## src/rtl/dsp_add_arbiter.sv

```systemverilog
// Round-robin arbiter feeding a pipelined wrap-around adder with a credit-guarded result FIFO.
// Requesters are granted only when the FIFO is guaranteed to have room for the result.
module dsp_add_arbiter #(
   parameter int WIDTH = 8,
   parameter int NREQ  = 4,
   parameter int LAT   = 2,
   parameter int DEPTH = 4
) (
   input  logic                       clock,
   input  logic                       reset,
   input  logic [NREQ-1:0]            req_valid,
   output logic [NREQ-1:0]            req_ready,
   input  logic [NREQ*WIDTH-1:0]      req_a,
   input  logic [NREQ*WIDTH-1:0]      req_b,
   output logic                       rsp_valid,
   input  logic                       rsp_ready,
   output logic [$clog2(NREQ)-1:0]    rsp_id,
   output logic [WIDTH-1:0]           rsp_y
);

   localparam int IDW = $clog2(NREQ);
   localparam int CW  = $clog2(DEPTH + 1);
   localparam int PW  = (DEPTH > 1) ? $clog2(DEPTH) : 1;

   logic [IDW-1:0]          ptr;
   logic [IDW-1:0]          gnt_idx;
   logic                    gnt_found;
   logic [IDW:0]            rr_sum;
   logic [IDW-1:0]          rr_idx;
   logic                    credit_ok;
   logic                    grant;
   logic                    pop;
   logic                    push;
   logic [CW-1:0]           fifo_count;
   logic [CW-1:0]           inflight;
   logic [CW:0]             occupancy;
   logic signed [WIDTH-1:0] a_sel;
   logic signed [WIDTH-1:0] b_sel;

   logic [LAT-1:0]          vld_p;
   logic [IDW-1:0]          id_p [LAT];
   logic signed [WIDTH-1:0] y_p  [LAT];

   logic [IDW-1:0]          mem_id [DEPTH];
   logic [WIDTH-1:0]        mem_y  [DEPTH];
   logic [PW-1:0]           wr_ptr;
   logic [PW-1:0]           rd_ptr;

   // Two's-complement add with the carry dropped: identical for signed and unsigned operands.
   function automatic logic signed [WIDTH-1:0] add_wrap(input logic signed [WIDTH-1:0] a,
                                                        input logic signed [WIDTH-1:0] b);
      return a + b;
   endfunction

   function automatic logic [PW-1:0] ptr_inc(input logic [PW-1:0] p);
      return (p == PW'(DEPTH - 1)) ? '0 : p + PW'(1);
   endfunction

   // Scan requesters starting at ptr, wrapping mod NREQ.
   always_comb begin
      gnt_found = 1'b0;
      gnt_idx   = '0;
      rr_sum    = '0;
      rr_idx    = '0;
      for (int k = 0; k < NREQ; k++) begin
         rr_sum = {1'b0, ptr} + (IDW+1)'(k);
         if (rr_sum >= (IDW+1)'(NREQ)) rr_sum = rr_sum - (IDW+1)'(NREQ);
         rr_idx = rr_sum[IDW-1:0];
         if (!gnt_found && req_valid[rr_idx]) begin
            gnt_found = 1'b1;
            gnt_idx   = rr_idx;
         end
      end
   end

   // A pop this cycle frees a slot, so it counts toward credit immediately.
   assign rsp_valid = !reset && (fifo_count != '0);
   assign pop       = rsp_valid && rsp_ready;
   assign occupancy = {1'b0, fifo_count} + {1'b0, inflight};
   assign credit_ok = (occupancy < (CW+1)'(DEPTH)) || pop;
   assign grant     = !reset && gnt_found && credit_ok;
   assign req_ready = grant ? (NREQ'(1) << gnt_idx) : '0;
   assign push      = vld_p[LAT-1];

   assign a_sel = req_a[gnt_idx*WIDTH +: WIDTH];
   assign b_sel = req_b[gnt_idx*WIDTH +: WIDTH];

   // Stage p0 captures the sum at grant; later stages only delay it.
   always_ff @(posedge clock) begin
      if (reset) begin
         vld_p <= '0;
      end else begin
         vld_p[0] <= grant;
         for (int i = 1; i < LAT; i++) vld_p[i] <= vld_p[i-1];
      end
   end

   always_ff @(posedge clock) begin
      y_p[0]  <= add_wrap(a_sel, b_sel);
      id_p[0] <= gnt_idx;
      for (int i = 1; i < LAT; i++) begin
         y_p[i]  <= y_p[i-1];
         id_p[i] <= id_p[i-1];
      end
   end

   // Pipeline exit into the result FIFO.
   always_ff @(posedge clock) begin
      if (push) begin
         mem_id[wr_ptr] <= id_p[LAT-1];
         mem_y[wr_ptr]  <= y_p[LAT-1];
      end
   end

   assign rsp_id = mem_id[rd_ptr];
   assign rsp_y  = mem_y[rd_ptr];

   always_ff @(posedge clock) begin
      if (reset) begin
         ptr        <= '0;
         wr_ptr     <= '0;
         rd_ptr     <= '0;
         fifo_count <= '0;
         inflight   <= '0;
      end else begin
         if (grant) ptr <= (gnt_idx == IDW'(NREQ - 1)) ? '0 : gnt_idx + IDW'(1);
         if (push) wr_ptr <= ptr_inc(wr_ptr);
         if (pop)  rd_ptr <= ptr_inc(rd_ptr);
         case ({push, pop})
            2'b10:   fifo_count <= fifo_count + CW'(1);
            2'b01:   fifo_count <= fifo_count - CW'(1);
            default: fifo_count <= fifo_count;
         endcase
         case ({grant, push})
            2'b10:   inflight <= inflight + CW'(1);
            2'b01:   inflight <= inflight - CW'(1);
            default: inflight <= inflight;
         endcase
      end
   end

   // Credit accounting must make these unreachable.
   always_ff @(posedge clock) begin
      if (!reset) begin
         assert (!(pop && fifo_count == '0));
         assert (!(push && !pop && fifo_count == CW'(DEPTH)));
      end
   end

endmodule

```

## config.mk

```make
export PLATFORM = sky130hd
export DESIGN_NAME = dsp_add_arbiter
export DESIGN_NICKNAME = d
export VERILOG_FILES = /design/src/rtl/dsp_add_arbiter.sv
export SDC_FILE = /design/constraint.sdc
export NUM_CORES = 1
export LEC_CHECK = 0
export ABC_AREA = 0
export CAP_MARGIN = 20
export CELL_PAD_IN_SITES_DETAIL_PLACEMENT = 1
export CELL_PAD_IN_SITES_GLOBAL_PLACEMENT = 1
export CORE_MARGIN = 3
export CORE_UTILIZATION = 40
export DETAILED_ROUTE_END_ITERATION = 8
export GPL_TIMING_DRIVEN = 0
export PLACE_DENSITY_LB_ADDON = 0.3
export SETUP_SLACK_MARGIN = 0.02
export SLEW_MARGIN = 10
export SYNTH_ARGS = -nofsm -noshare
export SYNTH_HDL_FRONTEND = slang
export SYNTH_SLANG_ARGS = --single-unit
```

## constraint.sdc

```tcl
create_clock -name clock -period 3.22 [get_ports clock]
set_input_delay 0.644 -clock clock [delete_from_list [all_inputs] [get_ports clock]]
set_output_delay 0.644 -clock clock [all_outputs]
set_load 0.1 [all_outputs]
```

==> impl_metrics.csv, run 1 <==
group,metric,value,unit
synth,netlist.area_leader.share,0.327,
power,ir_drop,0.271,mV
floorplanning,rows,34,
worst_setup_path,crit_path_cell_trace,"clkdlybuf4s50_1 -> nor4_1 -> nand2_1 -> a21oi_4 -> and2_1 -> buf_4",
global_routing,grt_overflow,0,
drt,wirelength,8210,um
clock_tree,clk_pin_slew,0.06,ns
synth,synth_top_cells_by_area,"edfxtp_1 (33%), dfxtp_1 (20%), ha_1 (6.8%)",
drt,drt_iter0_drc,47,
synth,synth_area,3680,um^2
drt,drt-met1-wl,3340,um
floorplanning,ioPinCount,86,
worst_setup_path,start_kind,"primary input",
power,powerDensity,751,nW/um^2
sta,fin_skew,0.0109,ns
cells_and_area,area_growth,35.1,%
cells_and_area,layout.nets,484,
sta,relSlewSlack,0.353,
sta,finalSetupViolations,0,
floorplanning,start_util,0.418,
clock_tree,clock_sinks,76,
drt,wl_per_cell,16.3,um
clock_tree,cts_max_level,3,
floorplanning,die_w,102,um
synth,synth_cell_types,42,
placement,place_congestion,0.710,
global_routing,grt_pass1_vias,2678,
sta,final_hold_viol_count,0,
sta,fin_setup_tns,0,ns
clock_tree,cts_buffers,9,
drt,wl_met3,520,um
clock_tree,clkLatencyLatePin,0.34,ns
synth,synth_area_per_cell,13.0,um^2
worst_setup_path,ff2ff_setup_slack,0.24,ns
drt,vias,2508,
drt,route.met2.wl,4230,um
synth,synthTopCellsByCount,"edfxtp_1 (40), dfxtp_1 (36), mux2i_1 (22), a21oi_1 (20), ha_1 (20)",
synth,ys.flop_type,"edfxtp_1",
clock_tree,hold_buffers,0,
worst_setup_path,endpoint_kind,"output pin",
worst_setup_path,cpLargestDelayFamily,"buffers and inverters",
sta,fmax,323,MHz
sta,slew_violations,0,
worst_setup_path,slowest_delay,0.56,ns
synth,yosysMostFrequentCell,"edfxtp_1",
sta,fin_crit,3.10,ns
job,max_cap_viol_count,0,
drt,drc,0,
synth,synth-edff-count,40,
cells_and_area,design_area,4970,um^2
floorplanning,die_area,10400,um^2
global_routing,antenna_found_initial,0,
synth,netlist_instances,283,
cells_and_area,num_antenna_cells,0,
clock_tree,root_buffer,"clkbuf_8",
clock_tree,cts_tree,"built",
power,p_total,3.73,mW
drt,drtAntennaViolNets,0,
synth,ys_seq_area_frac,0.522,
worst_setup_path,path_buf_inv,2,
drt,routed.top_layer,"met4",
clock_tree,clockBufferDepth,2,
worst_setup_path,slowest_stage,"clkdlybuf4s50_1",
synth,synth_seq_cells,76,
synth,syn_nets,377,
drt,vias_per_cell,4.99,
drt,first_pass_iters,4,
sta,tightest_slew,0.969,ns
cells_and_area,drive_above_1_share,0.187,
hold_path,hp-class,"flip-flop to flip-flop",
worst_setup_path,cp.arrival,2.45,ns
outcome,status,"finished clean",
synth,yosys.area.top_type,"edfxtp_1",
sta,post-route-period-util,0.962,
sta,grt_setup_unrepaired,"true",
floorplanning,core,8810,um^2
worst_setup_path,cp.required,2.58,ns
synth,ys_warn_count,0,
placement,dpl.hpwl,6350,um
worst_setup_path,cp_max_fo,9,
power,p_leak,1.92,nW
floorplanning,die_h,102,um
placement,place_area,4670,um^2
cells_and_area,nFillCells,938,
placement,io_buffer_count,85,
global_routing,grt_start_max_net_pins,14,
global_routing,grt_usage,0.165,
synth,ys_async_sr_fraction,0,
global_routing,grt_pass1_wl,12900,um
worst_setup_path,crit_type,"primary input to output pin",
==> repair_timing <==
action | in CTS | in global routing
gates cloned | 0 | 0
endpoints found under the hold margin | 0 | 0
pin swaps | 2 | 5
resized for setup | 44 | 16
setup endpoints to repair | 18 | 8
buffers inserted | 4 | 7
==> logic make-up after synthesis <==
kind of cell / after synthesis / synth area share
adders and majority gates: 23 / 0.0844
and+or+nand+nor: 60 / 0.0871
AOI/OAI and AO/OA: 49 / 0.104
xor gates and xnor gates: 13 / 0.0310
buffers and inverters: 30 / 0.0500
muxes: 32 / 0.121
DFF: 76 / 0.522
==> cell usage in the layout (no fill, tap or decap), types with 7 or more instances in the layout <==
cell             count
nand2_1             10
edfxtp_1            40
a211oi_2            12
mux2i_1             22
and2_1              10
inv_1               17
ha_1                19
dlygate4sd2_1       11
xnor2_1              7
buf_4               14
nor2b_1             10
nor2_1              13
clkdlybuf4s50_1     66
mux4_2              10
a21oi_1             19
dfxtp_1             35
clkbuf_8             9
==> worst paths after layout <==
path              startpoint      endpoint  depth (start not counted)
setup / recovery       reset  req_ready[2]                          6
hold / removal     y_p[0][2]    y_p[0][10]                          0
setup reg to reg      ptr[1]     y_p[0][6]                         16
hold reg to reg    y_p[0][2]    y_p[0][10]                          0
==> sequential cells by signal, summed over array words and instances, names as in the netlist, named ones only <==
name,count
mem_y,32
inflight,3
mem_id,8
y_p,16
wr_ptr,2
fifo_count,3
rd_ptr,2
vld_p,2
ptr,2
id_p,4
==> final cells by class <==
type | instances | area [um^2] | area share
tap | 108 | 135 | 0.0272
inverter | 19 | 71.3 | 0.0143
clock buffer | 11 | 131 | 0.0264
timing repair buffer | 96 | 930 | 0.187
clock inverter | 5 | 30.0 | 0.00604
multi-input combinational | 177 | 1610 | 0.323
buffer | 11 | 143 | 0.0287
sequential | 76 | 1920 | 0.387
==> routing by layer <==
layer / global-route usage / vias to the layer above
met5: 0 / -
li1: - / 1230
met2: 0.295 / 80
met3: 0.0410 / 8
met1: 0.189 / 1190
met4: 0.0656 / 0
==> where the power goes <==
part | total (mW) | leakage (nW) | switching, mW | internal, mW
Sequential | 1.44 | 0.664 | 0.131 | 1.30
Combinational | 1.70 | 1.17 | 1.00 | 0.699
Clock | 0.595 | 0.0791 | 0.319 | 0.276
Total | 3.73 | 1.92 | 1.45 | 2.28
==> metrics by stage <==
step	utilization	std cells	hold slack [ns]	setup WS, ns
2_1_floorplan	-	283	0.310	0.111
3_3_place_gp	0.531	476	0.310	-1.11
3_5_place_dp	0.531	476	0.315	-1.22
4_1_cts	0.552	496	0.331	0.0306
5_1_grt	0.565	503	0.340	-0.0443
6_report	0.565	503	0.328	0.122
(Power assumes the default switching activity.)
==> inputs of run 2 (changes only) <==
--- a/config.mk
+++ b/config.mk
@@ -5,12 +5,12 @@
 export SDC_FILE = /design/constraint.sdc
 export NUM_CORES = 1
 export LEC_CHECK = 0
-export ABC_AREA = 0
-export CAP_MARGIN = 20
+export ABC_AREA = 1
 export CELL_PAD_IN_SITES_DETAIL_PLACEMENT = 1
 export CELL_PAD_IN_SITES_GLOBAL_PLACEMENT = 1
+export CORE_ASPECT_RATIO = 1.2
 export CORE_MARGIN = 3
-export CORE_UTILIZATION = 40
+export CORE_UTILIZATION = 38
 export DETAILED_ROUTE_END_ITERATION = 8
 export GPL_TIMING_DRIVEN = 0
 export PLACE_DENSITY_LB_ADDON = 0.3
==> impl_metrics.csv, run 2 <==
group,metric,value,unit
outcome,status,"finished clean",
clock_tree,clock_sinks,76,
sta,finalSetupViolations,0,
sta,relSlewSlack,0.353,
clock_tree,cts_buffers,9,
drt,drt_iter0_drc,156,
sta,fin_setup_tns,0,ns
sta,final_hold_viol_count,0,
cells_and_area,reg_top3,"mem_y x32, y_p x16, mem_id x8",
floorplanning,die_h,118,um
cells_and_area,num_antenna_cells,0,
clock_tree,clk_pin_slew,0.06,ns
sta,fin_crit,3.10,ns
worst_setup_path,cp_max_fo,11,
drt,vias_per_cell,5.02,
synth,synth_top_cells_by_area,"edfxtp_1 (30%), dfxtp_1 (18%), nand2_1 (7.7%)",
synth,synthTopCellsByCount,"nand2_1 (82), inv_1 (53), nor2_1 (52), edfxtp_1 (40), o21ai_0 (37)",
worst_setup_path,cp.required,3.48,ns
synth,syn_nets,534,
worst_setup_path,path_buf_inv,5,
clock_tree,cts_tree,"built",
floorplanning,start_util,0.394,
worst_setup_path,cp.arrival,3.36,ns
drt,wl_per_cell,16.7,um
floorplanning,core,10100,um^2
worst_setup_path,cpLargestDelayFamily,"simple AND/OR/NAND/NOR gates",
cells_and_area,drive_above_1_share,0.254,
synth,synth_area,3990,um^2
global_routing,grt_pass1_wl,18100,um
worst_setup_path,slowest_delay,0.41,ns
drt,drtAntennaViolNets,0,
placement,place_congestion,0.781,
synth,ys.flop_type,"edfxtp_1",
synth,ys_seq_area_frac,0.482,
floorplanning,rows,40,
global_routing,grt_usage,0.195,
cells_and_area,nFillCells,1150,
synth,synth-edff-count,40,
floorplanning,die_w,99.5,um
synth,synth_seq_cells,76,
global_routing,grt_start_max_net_pins,16,
sta,tightest_slew,0.974,ns
global_routing,antenna_found_initial,0,
sta,slew_violations,0,
synth,netlist.area_leader.share,0.301,
floorplanning,ioPinCount,86,
placement,io_buffer_count,85,
worst_setup_path,cp_common_cell,"nand2_1",
global_routing,grt_overflow,0,
sta,post-route-period-util,0.963,
floorplanning,die_area,11800,um^2
clock_tree,cts_max_level,3,
drt,first_pass_iters,4,
synth,synth_cell_types,33,
cells_and_area,layout.nets,659,
sta,fin_skew,0.00826,ns
cells_and_area,largest_reg_flops,32,
drt,vias,3496,
cells_and_area,regMostFlops,"mem_y",
worst_setup_path,slowest_stage,"fa_2",
cells_and_area,area_growth,44.1,%
synth,yosysMostFrequentCell,"nand2_1",
drt,drc,0,
global_routing,grt_pass1_vias,3781,
hold_path,hp-class,"flip-flop to flip-flop",
synth,ys_warn_count,0,
synth,synth_area_per_cell,9.06,um^2
worst_setup_path,crit_type,"flip-flop to flip-flop",
sta,fmax,323,MHz
clock_tree,root_buffer,"clkbuf_16",
drt,wirelength,11600,um
clock_tree,clockBufferDepth,2,
worst_setup_path,crit_path_cell_trace,"buf_8 -> nand2_2 -> nand3_4 -> buf_4 -> buf_4 -> nand2_1 -> nand2_1 -> nand3_2 -> nand2_4 -> buf_6 -> nand2_1 -> o22ai_2 -> ha_2 -> inv_1 -> fa_2 -> o21ai_2 -> a21oi_1 -> o21ai_1 -> xor2_1",
synth,netlist_instances,440,
job,max_cap_viol_count,0,
worst_setup_path,endpoint_kind,"flip-flop",
synth,yosys.area.top_type,"edfxtp_1",
cells_and_area,layout_common_cells,"nand2_1 (66), clkdlybuf4s50_1 (66), inv_1 (47)",
placement,dpl.hpwl,7830,um
synth,ys_async_sr_fraction,0,
clock_tree,clkLatencyLatePin,0.33,ns
worst_setup_path,start_kind,"flip-flop",
==> run 2: worst paths after layout <==
| kind | endpoint | depth (start not counted) | slack [ns] | startpoint |
|---|---|---|---|---|
| min | y_p[0][14] | 0 | 0.33 | y_p[0][6] |
| max reg2reg | y_p[0][6] | 19 | 0.12 | ptr[0] |
| max | y_p[0][6] | 19 | 0.12 | ptr[0] |
| min reg2reg | y_p[0][14] | 0 | 0.33 | y_p[0][6] |
==> run 2: cell families after synthesis <==
group | synth area share
flops | 0.482
xor+xnor | 0.0198
fa+ha+maj | 0.0779
simple gates | 0.194
compound gates | 0.142
buf+inv | 0.0835
==> run 2: area by class of cell <==
type | count | area, um^2 | area share
inverter | 60 | 240 | 0.0418
tap | 126 | 158 | 0.0275
clock buffer | 9 | 225 | 0.0392
sequential | 76 | 1930 | 0.336
multi-input combinational | 290 | 1900 | 0.331
buffer | 12 | 115 | 0.0201
clock inverter | 7 | 57.6 | 0.0100
timing repair buffer | 116 | 1110 | 0.194
==> run 2: routing by layer <==
layer,GRT usage,vias to the layer above,wire [um]
li1,-,1701,-
met1,0.212,1664,4470
met2,0.363,104,6240
met3,0.0325,27,498
met4,0.0837,0,384
met5,0,-,0
==> run 2: per-stage QoR <==
step                instance area [um^2]  setup slack (ns)  hold slack [ns]   util  std cells
finish                              5740             0.120            0.327  0.568        696
global route                        5740           -0.0217            0.331  0.568        696
CTS                                 5570             0.113            0.327  0.551        684
detailed placement                  5020             -1.11            0.313  0.496        651
global placement                    5020             -1.05            0.310  0.496        651
floorplan                           4010           -0.0539            0.310      -        440
==> run 2: what timing repair did <==
item / in CTS / in global routing
buffers inserted: 17 / 14
gates resized for setup: 83 / 39
hold buffers: 0 / 0
setup endpoints to repair: 19 / 7
pin swaps: 13 / 16
Power of run 2 is not shown: default switching activity piles up to over one toggle a cycle in this logic, so the estimate is an artifact.
==> inputs of run 3 (changes only) <==
--- a/config.mk
+++ b/config.mk
@@ -14,7 +14,7 @@
 export DETAILED_ROUTE_END_ITERATION = 8
 export GPL_TIMING_DRIVEN = 0
 export PLACE_DENSITY_LB_ADDON = 0.3
-export SETUP_SLACK_MARGIN = 0.02
+export SETUP_SLACK_MARGIN = 0.4
 export SLEW_MARGIN = 10
 export SYNTH_ARGS = -nofsm -noshare
 export SYNTH_HDL_FRONTEND = slang
==> impl_metrics.csv, run 3 (synthesis gave the netlist of run 2 again) <==
group,metric,value,unit
clock_tree,cts_tree,"built",
floorplanning,die_w,99.5,um
floorplanning,die_h,118,um
sta,fin_skew,0.00794,ns
worst_setup_path,cp.arrival,3.57,ns
cells_and_area,layout_common_cells,"clkdlybuf4s50_1 (65), nand2_1 (48), inv_1 (42), nor2_1 (42), edfxtp_1 (40)",
drt,vias,3950,
sta,fmax,300,MHz
global_routing,grt_overflow,0,
cells_and_area,reg_top3,"mem_y x32, y_p x16, mem_id x8",
floorplanning,die_area,11800,um^2
drt,vias_per_cell,5.51,
sta,slew_violations,0,
clock_tree,clockBufferDepth,2,
job,max_cap_viol_count,0,
floorplanning,rows,40,
placement,dpl.hpwl,7660,um
floorplanning,start_util,0.394,
sta,tightest_slew,0.957,ns
global_routing,antenna_found_initial,0,
sta,grt_setup_unrepaired,"true",
global_routing,grt_pass1_vias,4097,
cells_and_area,area_growth,60.7,%
cells_and_area,drive_above_1_share,0.364,
drt,wirelength,16900,um
clock_tree,root_buffer,"clkbuf_16",
worst_setup_path,cp.required,3.45,ns
global_routing,grt_start_max_net_pins,15,
floorplanning,ioPinCount,86,
worst_setup_path,crit_type,"flip-flop to flip-flop",
cells_and_area,regMostFlops,"mem_y",
sta,final_hold_viol_count,0,
clock_tree,cts_max_level,3,
global_routing,grt_pass1_wl,21200,um
worst_setup_path,slowest_stage,"dfxtp_4",
cells_and_area,nFillCells,1087,
clock_tree,clock_sinks,76,
placement,preCtsSetupSlack,-1.17,ns
worst_setup_path,cp_max_fo,9,
drt,wl_per_cell,23.5,um
sta,relSlewSlack,0.364,
cells_and_area,final_common_cell,"clkdlybuf4s50_1",
cells_and_area,design_area,6400,um^2
drt,drtAntennaViolNets,0,
clock_tree,clk_pin_slew,0.06,ns
placement,place_area,5120,um^2
clock_tree,cts_buffers,9,
sta,setup_ws,-0.116,ns
cells_and_area,post-route-util,0.633,
cells_and_area,largest_reg_flops,32,
cells_and_area,layout.nets,679,
outcome,status,"finished, violations left",
clock_tree,clkLatencyLatePin,0.34,ns
clock_tree,hold_buffers,0,
global_routing,grt_usage,0.233,
worst_setup_path,endpoint_kind,"flip-flop",
worst_setup_path,slowest_delay,0.42,ns
sta,fin_crit,3.34,ns
placement,io_buffer_count,85,
sta,fin_setup_tns,-0.116,ns
worst_setup_path,ff2ff_setup_slack,-0.12,ns
placement,place_congestion,0.797,
drt,drt_iter0_drc,227,
floorplanning,core,10100,um^2
worst_setup_path,start_kind,"flip-flop",
sta,finalSetupViolations,1,
outcome,violations,"setup timing",
hold_path,hp-class,"flip-flop to flip-flop",
drt,first_pass_iters,5,
sta,post-route-period-util,1.04,
drt,drc,0,
run 3: changes by cell type in the layout (fill, tap and decap cells not counted), sizes merged:
cell,delta
nand3,+1
diode,+1
clkdlybuf4s18,+2
clkbuf,-5
clkdlybuf4s50,-1
clkdlybuf4s15,+8
clkinv,+2
clkinvlp,-3
buf,+25
dlygate4sd2,-9
run 3: per-layer routing:
layer | global-route usage | vias up | share of wire
met2 | 0.442 | 200 | 0.55
met4 | 0.110 | 0 | 0.039
li1 | - | 1760 | -
met5 | 0 | - | 0
met1 | 0.241 | 1935 | 0.36
met3 | 0.0407 | 55 | 0.052
run 3: critical path, delay by kind of cell (launching register included):
family                   cells  cell delay, ns
AO/OA/AOI/OAI                2            0.32
buffers and inverters        6            0.52
AND/OR/NAND/NOR             19            1.69
flip-flops                   1            0.42
adder cells (fa/ha/maj)      1            0.29
run 3: what timing repair did:
action / in CTS / in global routing
gates cloned: 5 / 0
gates resized for setup: 149 / 78
endpoints found under the setup margin: 23 / 15
pin swaps: 27 / 34
buffers inserted: 35 / 9
run 3: final timing paths:
check        cells past startpoint   endpoint      start
min                              0  y_p[0][9]  y_p[0][1]
min reg2reg                      0  y_p[0][9]  y_p[0][1]
max reg2reg                     28  y_p[0][7]     ptr[0]
max                             28  y_p[0][7]     ptr[0]
run 3: cell type report:
type	count	area, um^2	share of cell area
Clock inverter	6	47.5	0.00742
Timing Repair Buffer	133	1330	0.208
Tap cell	126	158	0.0246
Antenna cell	1	2.50	0.000391
Inverter	60	273	0.0426
Multi-Input combinational cell	291	2280	0.355
Clock buffer	10	229	0.0358
Buffer	14	159	0.0248
Sequential cell	76	1930	0.301
run 3: through the flow:
| stage | hold slack (ns) | instances |
|---|---|---|
| finish | 0.329 | 717 |
| global route | 0.336 | 716 |
| floorplan | 0.310 | 440 |
| detailed placement | 0.313 | 651 |
| global placement | 0.311 | 651 |
| CTS | 0.327 | 707 |
Power of run 3 is left out for the same reason.
